## config.mk

```make
export PLATFORM = sky130hd
export DESIGN_NAME = hazard_ctrl_flat
export DESIGN_NICKNAME = d
export VERILOG_FILES = /design/src/rtl/hazard_ctrl_pkg.sv /design/src/rtl/hazard_ctrl_if.sv /design/src/rtl/hazard_ctrl_fwd_unit.sv /design/src/rtl/hazard_ctrl.sv /design/src/flat_wrapper.sv
export SDC_FILE = /design/constraint.sdc
export NUM_CORES = 1
export LEC_CHECK = 0
export CAP_MARGIN = 15
export CELL_PAD_IN_SITES_DETAIL_PLACEMENT = 1
export CELL_PAD_IN_SITES_GLOBAL_PLACEMENT = 1
export CORE_ASPECT_RATIO = 0.5
export CORE_MARGIN = 2
export CORE_UTILIZATION = 29
export CTS_CLUSTER_DIAMETER = 100
export CTS_CLUSTER_SIZE = 10
export DETAILED_ROUTE_END_ITERATION = 10
export PLACE_DENSITY = 0.77
export SETUP_SLACK_MARGIN = 0.1
export SYNTH_ARGS = -nofsm -noshare
export SYNTH_HDL_FRONTEND = slang
export SYNTH_SLANG_ARGS = --single-unit
```

## constraint.sdc

```tcl
create_clock -name clk -period 2.2 [get_ports clk]
set_clock_uncertainty 0.15 [all_clocks]
set_input_delay 0.33 -clock clk [delete_from_list [all_inputs] [get_ports clk]]
set_output_delay 0.33 -clock clk [all_outputs]
set_load 0.02 [all_outputs]
```

## src/rtl/hazard_ctrl_pkg.sv

```systemverilog
// Shared types and constants for the RV32I hazard controller.
// Holds the forwarding-select encoding, FSM states and the register-match helper.
package core_pkg;

    typedef enum logic [1:0] {
        FWD_RF = 2'b00,
        FWD_W  = 2'b01,
        FWD_M  = 2'b10
    } fwd_sel_t;

    typedef enum logic {
        RUN  = 1'b0,
        MISS = 1'b1
    } hz_state_t;

    localparam logic [1:0] RESULT_LOAD = 2'b01;

    // x0 is hardwired to zero, so it never creates a dependency.
    function automatic logic reg_match(input logic       we,
                                       input logic [4:0] rd,
                                       input logic [4:0] rs);
        return we && (rd != 5'd0) && (rd == rs);
    endfunction

endpackage

```

## src/rtl/hazard_ctrl_if.sv

```systemverilog
// Bundle of pipeline-register taps and hazard-control outputs.
// The pipeline side uses the master modport, the controller uses slave.
interface hazard_ctrl_if #(
    parameter int CNT_W = 16
);
    logic [4:0]       Rs1D;
    logic [4:0]       Rs2D;
    logic [4:0]       Rs1E;
    logic [4:0]       Rs2E;
    logic [4:0]       RdE;
    logic [1:0]       ResultSrcE;
    logic             PCSrcE;
    logic [4:0]       RdM;
    logic             RegWriteM;
    logic             MissM;
    logic [4:0]       RdW;
    logic             RegWriteW;

    logic             StallF;
    logic             StallD;
    logic             StallE;
    logic             StallM;
    logic             FlushD;
    logic             FlushE;
    logic             FlushW;
    logic [1:0]       ForwardAE;
    logic [1:0]       ForwardBE;
    logic [CNT_W-1:0] StallCycles;

    modport master (
        output Rs1D, Rs2D, Rs1E, Rs2E, RdE, ResultSrcE, PCSrcE,
               RdM, RegWriteM, MissM, RdW, RegWriteW,
        input  StallF, StallD, StallE, StallM, FlushD, FlushE, FlushW,
               ForwardAE, ForwardBE, StallCycles
    );

    modport slave (
        input  Rs1D, Rs2D, Rs1E, Rs2E, RdE, ResultSrcE, PCSrcE,
               RdM, RegWriteM, MissM, RdW, RegWriteW,
        output StallF, StallD, StallE, StallM, FlushD, FlushE, FlushW,
               ForwardAE, ForwardBE, StallCycles
    );

endinterface

```

## src/rtl/hazard_ctrl_fwd_unit.sv

```systemverilog
// Operand forwarding select for one E-stage source register.
// The younger M-stage result takes priority over the W-stage result.
module fwd_unit
    import core_pkg::*;
(
    input  logic [4:0] rs_i,
    input  logic [4:0] rd_m_i,
    input  logic       reg_write_m_i,
    input  logic [4:0] rd_w_i,
    input  logic       reg_write_w_i,
    output fwd_sel_t   fwd_o
);

    always_comb begin
        fwd_o = FWD_RF;
        if (reg_match(reg_write_m_i, rd_m_i, rs_i)) begin
            fwd_o = FWD_M;
        end else if (reg_match(reg_write_w_i, rd_w_i, rs_i)) begin
            fwd_o = FWD_W;
        end
    end

endmodule

```

## src/rtl/hazard_ctrl.sv

```systemverilog
// Hazard/stall controller for the 5-stage core: load-use stalls, branch
// flushes, data-cache miss freeze, forwarding selects and a stall counter.
module hazard_ctrl
    import core_pkg::*;
#(
    parameter int MISS_LATENCY = 4,
    parameter int CNT_W        = 16
) (
    input  logic         clk,
    input  logic         rst_n,
    hazard_ctrl_if.slave hz_if
);

    // The miss cycle itself counts as the first frozen cycle, and the
    // counter reaching zero accounts for the last one.
    localparam logic [3:0] CNT_INIT = 4'(MISS_LATENCY - 2);

    hz_state_t        state_q, state_d;
    logic [3:0]       cnt_q, cnt_d;
    logic [CNT_W-1:0] stall_cnt_q, stall_cnt_d;

    logic      frozen;
    logic      lw_stall;
    logic      stall_f;
    fwd_sel_t  fwd_a, fwd_b;

    fwd_unit u_fwd_a (
        .rs_i          (hz_if.Rs1E),
        .rd_m_i        (hz_if.RdM),
        .reg_write_m_i (hz_if.RegWriteM),
        .rd_w_i        (hz_if.RdW),
        .reg_write_w_i (hz_if.RegWriteW),
        .fwd_o         (fwd_a)
    );

    fwd_unit u_fwd_b (
        .rs_i          (hz_if.Rs2E),
        .rd_m_i        (hz_if.RdM),
        .reg_write_m_i (hz_if.RegWriteM),
        .rd_w_i        (hz_if.RdW),
        .reg_write_w_i (hz_if.RegWriteW),
        .fwd_o         (fwd_b)
    );

    assign lw_stall = reg_match(hz_if.ResultSrcE == RESULT_LOAD, hz_if.RdE, hz_if.Rs1D)
                   || reg_match(hz_if.ResultSrcE == RESULT_LOAD, hz_if.RdE, hz_if.Rs2D);

    always_ff @(posedge clk or negedge rst_n) begin
        if (!rst_n) begin
            state_q     <= RUN;
            cnt_q       <= 4'd0;
            stall_cnt_q <= '0;
        end else begin
            state_q     <= state_d;
            cnt_q       <= cnt_d;
            stall_cnt_q <= stall_cnt_d;
        end
    end

    always_comb begin
        state_d = state_q;
        cnt_d   = cnt_q;
        frozen  = 1'b0;
        unique case (state_q)
            RUN: begin
                if (hz_if.MissM) begin
                    frozen  = 1'b1;
                    state_d = MISS;
                    cnt_d   = CNT_INIT;
                end
            end
            MISS: begin
                frozen = 1'b1;
                if (cnt_q == 4'd0) begin
                    state_d = RUN;
                end else begin
                    cnt_d = cnt_q - 4'd1;
                end
            end
            default: begin
                state_d = RUN;
            end
        endcase
    end

    // A taken branch flushes the load-dependent instruction in D, so it
    // suppresses the stall; a freeze overrides both until E is re-presented.
    always_comb begin
        stall_f         = 1'b0;
        hz_if.StallD    = 1'b0;
        hz_if.StallE    = 1'b0;
        hz_if.StallM    = 1'b0;
        hz_if.FlushD    = 1'b0;
        hz_if.FlushE    = 1'b0;
        hz_if.FlushW    = 1'b0;
        hz_if.ForwardAE = FWD_RF;
        hz_if.ForwardBE = FWD_RF;
        if (!rst_n) begin
            hz_if.FlushD = 1'b1;
            hz_if.FlushE = 1'b1;
        end else begin
            hz_if.ForwardAE = fwd_a;
            hz_if.ForwardBE = fwd_b;
            if (frozen) begin
                stall_f      = 1'b1;
                hz_if.StallD = 1'b1;
                hz_if.StallE = 1'b1;
                hz_if.StallM = 1'b1;
                hz_if.FlushW = 1'b1;
            end else begin
                stall_f      = lw_stall && !hz_if.PCSrcE;
                hz_if.StallD = lw_stall && !hz_if.PCSrcE;
                hz_if.FlushD = hz_if.PCSrcE;
                hz_if.FlushE = lw_stall || hz_if.PCSrcE;
            end
        end
    end

    assign hz_if.StallF = stall_f;

    always_comb begin
        stall_cnt_d = stall_cnt_q;
        if (stall_f && (stall_cnt_q != {CNT_W{1'b1}})) begin
            stall_cnt_d = stall_cnt_q + 1'b1;
        end
    end

    assign hz_if.StallCycles = stall_cnt_q;

endmodule

```

## src/flat_wrapper.sv

```systemverilog
// flat-port wrapper written by rule: the top's interface ports become plain ports
module hazard_ctrl_flat import core_pkg::*;
#(
    parameter int MISS_LATENCY = 4,
    parameter int CNT_W        = 16
)
  (clk, rst_n, hz_if_Rs1D, hz_if_Rs2D, hz_if_Rs1E, hz_if_Rs2E, hz_if_RdE, hz_if_ResultSrcE, hz_if_PCSrcE, hz_if_RdM, hz_if_RegWriteM, hz_if_MissM, hz_if_RdW, hz_if_RegWriteW, hz_if_StallF, hz_if_StallD, hz_if_StallE, hz_if_StallM, hz_if_FlushD, hz_if_FlushE, hz_if_FlushW, hz_if_ForwardAE, hz_if_ForwardBE, hz_if_StallCycles);
  hazard_ctrl_if #(.CNT_W(CNT_W)) hz_if_i ();
  input  logic clk;
  input  logic rst_n;
  input wire logic [$bits(hz_if_i.Rs1D)-1:0] hz_if_Rs1D;
  input wire logic [$bits(hz_if_i.Rs2D)-1:0] hz_if_Rs2D;
  input wire logic [$bits(hz_if_i.Rs1E)-1:0] hz_if_Rs1E;
  input wire logic [$bits(hz_if_i.Rs2E)-1:0] hz_if_Rs2E;
  input wire logic [$bits(hz_if_i.RdE)-1:0] hz_if_RdE;
  input wire logic [$bits(hz_if_i.ResultSrcE)-1:0] hz_if_ResultSrcE;
  input wire logic [$bits(hz_if_i.PCSrcE)-1:0] hz_if_PCSrcE;
  input wire logic [$bits(hz_if_i.RdM)-1:0] hz_if_RdM;
  input wire logic [$bits(hz_if_i.RegWriteM)-1:0] hz_if_RegWriteM;
  input wire logic [$bits(hz_if_i.MissM)-1:0] hz_if_MissM;
  input wire logic [$bits(hz_if_i.RdW)-1:0] hz_if_RdW;
  input wire logic [$bits(hz_if_i.RegWriteW)-1:0] hz_if_RegWriteW;
  output wire logic [$bits(hz_if_i.StallF)-1:0] hz_if_StallF;
  output wire logic [$bits(hz_if_i.StallD)-1:0] hz_if_StallD;
  output wire logic [$bits(hz_if_i.StallE)-1:0] hz_if_StallE;
  output wire logic [$bits(hz_if_i.StallM)-1:0] hz_if_StallM;
  output wire logic [$bits(hz_if_i.FlushD)-1:0] hz_if_FlushD;
  output wire logic [$bits(hz_if_i.FlushE)-1:0] hz_if_FlushE;
  output wire logic [$bits(hz_if_i.FlushW)-1:0] hz_if_FlushW;
  output wire logic [$bits(hz_if_i.ForwardAE)-1:0] hz_if_ForwardAE;
  output wire logic [$bits(hz_if_i.ForwardBE)-1:0] hz_if_ForwardBE;
  output wire logic [$bits(hz_if_i.StallCycles)-1:0] hz_if_StallCycles;
  assign hz_if_i.Rs1D = hz_if_Rs1D;
  assign hz_if_i.Rs2D = hz_if_Rs2D;
  assign hz_if_i.Rs1E = hz_if_Rs1E;
  assign hz_if_i.Rs2E = hz_if_Rs2E;
  assign hz_if_i.RdE = hz_if_RdE;
  assign hz_if_i.ResultSrcE = hz_if_ResultSrcE;
  assign hz_if_i.PCSrcE = hz_if_PCSrcE;
  assign hz_if_i.RdM = hz_if_RdM;
  assign hz_if_i.RegWriteM = hz_if_RegWriteM;
  assign hz_if_i.MissM = hz_if_MissM;
  assign hz_if_i.RdW = hz_if_RdW;
  assign hz_if_i.RegWriteW = hz_if_RegWriteW;
  assign hz_if_StallF = hz_if_i.StallF;
  assign hz_if_StallD = hz_if_i.StallD;
  assign hz_if_StallE = hz_if_i.StallE;
  assign hz_if_StallM = hz_if_i.StallM;
  assign hz_if_FlushD = hz_if_i.FlushD;
  assign hz_if_FlushE = hz_if_i.FlushE;
  assign hz_if_FlushW = hz_if_i.FlushW;
  assign hz_if_ForwardAE = hz_if_i.ForwardAE;
  assign hz_if_ForwardBE = hz_if_i.ForwardBE;
  assign hz_if_StallCycles = hz_if_i.StallCycles;
  hazard_ctrl #(.MISS_LATENCY(MISS_LATENCY), .CNT_W(CNT_W)) u_core (.clk(clk), .rst_n(rst_n), .hz_if(hz_if_i));
endmodule
```

==> run metrics <==
Synth Flop Type dfrtp_1; GRT Residual Overflow 0; critical path data arrival time 1.63 ns; worst slew pin tran 0.9970 ns; Startpoint Class input pin; die width 104.6 um; Clock Tree Buf Depth 2; min-delay src u_core.hz_if.StallCycles[15]$_DFFE_PN0P_; fin. max-slew vios 0; CP Data Required Time 1.72 ns; Slew HR 0.3331; Worst Path Max Fanout 2; synth-to-layout area growth 78.33%; FP Rows 18; ys async rst share 1.000; HP Class flip-flop to flip-flop; post-synthesis instance area 1466 um^2; routed wire length per instance 16.15 um; vias per inst 4.728; first-pass GRT wire length 8.259 mm; sequential share of the synthesized area 0.3584; initial antenna violation count 0; DIE AREA 5676 um^2; critical path class input pin to primary output; final worst slack 0.09086 ns; RSZ-0062 raised after global routing yes; Sink Count 21; Synth area leader dfrtp_1; Cell variety after synth 33; outcome finished clean; PwrDens 661.0 nW/um^2; Fin Setup TNS 0 ns; RD Place Congestion 0.8021; Pwr Total 0.001729 W; Worst Setup SP hz_if_RdW[4]; fmax 0.4741 GHz; Clock Tree Root clkbuf_8; final hold viol count 0; Vias 1527; Post-Syn Instances 156; Nets 299; fraction of layout cells with a size suffix above 1 0.3241; fillcell total 589; storage element area 525.5 um^2; final antenna-violating net count 0; Peak VDD IR 0.2695 mV; Post-synth EDFFs 0; drt pass-1 iters 4; Die Ht 54.28 um; synthesized flop and latch total 21; WHS 0.3549 ns; placed wire-length estimate 3.901 mm; Leakage 1.182 nW; PortBufs 69; RR Startpoint u_core.hz_if.StallCycles[0]$_DFFE_PN0P_; DR iter-0 viols 34; initial core utilization 0.3001; # DRC 0; Yosys warning total 0; Clk Latency, worst-skew pair 0.27 ns; Num CTS Buffers 3; pin count of the biggest net entering global routing 22; CTS tree yes; area of the multi-input gates 1041 um^2; H-tree Lvls 1; dpl cells 316; # IOs 70; Worst-path clk slew 0.09 ns; Yosys top cell area share 0.3584; synthesized net count 201; Final min period 2.109 ns; Worst Setup End Kind primary output; post-place setup slack -0.9293 ns; Final Setup Violations 0; Core Box Area 4887 um^2; Synth area leaders dfrtp_1 36%, xnor2_1 19%, xor2_1 7.2%, nand4_1 3.8%, nand3_1 3.8%; vias in the first global route 1715; Post-Layout Cell Count 323; Final period util 0.9587; syn_area_per_cell 9.400 um^2; number of diodes 0; Max-Cap Viols 0; Detailed Route WL 5.217 mm; total global-route track usage 0.1882
## per-layer routing
metal	vias to the layer above	GRT usage	wire length [um]
li1	739	-	-
met1	752	0.2163	2133
met2	32	0.3845	2885
met3	4	0.03095	155
met4	0	0.04054	43
met5	-	0	0
## report_power, final
part / leakage [nW] / internal [W] / total [W] / switching (W)
Clock: 0.0217 / 0.000128 / 0.000274 / 0.000145
Combinational: 0.888 / 0.000433 / 0.000852 / 0.000419
Sequential: 0.272 / 0.000489 / 0.000603 / 0.000115
## synthesized netlist by cell type (2+ instances only)
cell type   n
nand4_1     9
nor4_1      3
inv_1       3
nand2b_1    2
clkbuf_1    2
buf_4       3
and3_1      6
ha_1        2
dfrtp_1    21
nand3_1    11
nor3b_1     2
xor2_1     12
nand2_1     9
nor2_1      6
a21oi_1     3
nor3_1      3
o22ai_1     2
nor2b_1     3
or4_1       4
xnor2_1    32
and2_1      3
mux2_2      2
o21ai_0     3
## flip-flops by register name (all words and copies together) (netlist names)
register / count
u_core.cnt_q: 4
u_core.state_q: 1
u_core.hz_if.StallCycles: 16
## critical path, stage by stage
cell    delay (ns)
buf_6         0.09
buf_6         0.10
xor2_1        0.14
or4_4         0.55
nor4_4        0.22
buf_4         0.18
## kinds of logic (layout without fill, tap and decap cells)
family                     after synthesis  count (layout)  synth area share
xor gates and xnor gates                44              44            0.2628
DFF                                     21              21            0.3584
muxes                                    2               2           0.01536
AOI/OAI and AO/OA                       13              13           0.06058
and+or+nand+nor                         65              65            0.2500
adders and majority gates                2               2           0.01706
buffers and inverters                    9             106           0.03584
## placed cells by master (no fill, tap or decap), types with 2 or more instances in the layout
cell type        instances
clkbuf_8                 3
and2_1                   2
buf_6                   11
buf_2                    6
ha_1                     2
inv_1                    3
xnor2_1                 30
xor2_1                  10
clkdlybuf4s50_1         23
mux2_2                   2
clkdlybuf4s15_1          3
nor4_4                   3
nor2b_1                  2
dlymetal6s2s_1          10
nand3_2                  2
or4_4                    4
nor3_2                   2
nand4_1                  9
dlygate4sd2_1           11
nand2_1                  8
xnor2_2                  2
and3_1                   6
nand3_1                 10
a21oi_1                  2
buf_4                   28
nand2b_1                 2
clkbuf_2                 5
nor2_1                   5
o21ai_0                  2
xor2_2                   2
dfrtp_1                 21
## what timing repair did
item	in CTS	in global routing
pin swaps	20	17
hold buffers	1	0
endpoints found under the setup margin	27	12
resized for setup	125	36
setup buffers	2	0
hold endpoints to repair	21	0
## final timing paths
kind                       cells past startpoint                                        to  slack, ns
min reg2reg                                    1  u_core.hz_if.StallCycles[15]$_DFFE_PN0P_       0.35
max reg2reg                                    5   u_core.hz_if.StallCycles[1]$_DFFE_PN0P_       0.30
min                                            1  u_core.hz_if.StallCycles[15]$_DFFE_PN0P_       0.35
max in group asynchronous                      3   u_core.hz_if.StallCycles[0]$_DFFE_PN0P_       0.51
max                                            6                        hz_if_ForwardBE[0]       0.09
min in group asynchronous                      3               u_core.cnt_q[2]$_DFFE_PN0P_       0.79
## through the flow
stage,utilization,instance area (um^2)
after CTS,0.5179,2531
final,0.5351,2615
after global routing,0.5351,2615
after detailed placement,0.4936,2412
after floorplan,-,1473
after global placement,0.4936,2412
## area by class of cell
class | count | area share
clock buffer | 3 | 0.01579
multi-input combinational | 126 | 0.3981
clock inverter | 1 | 0.002871
sequential | 21 | 0.2010
inverter | 3 | 0.004306
tap | 70 | 0.03349
timing repair buffer | 99 | 0.3445
Power figures use the tool's default switching activity.
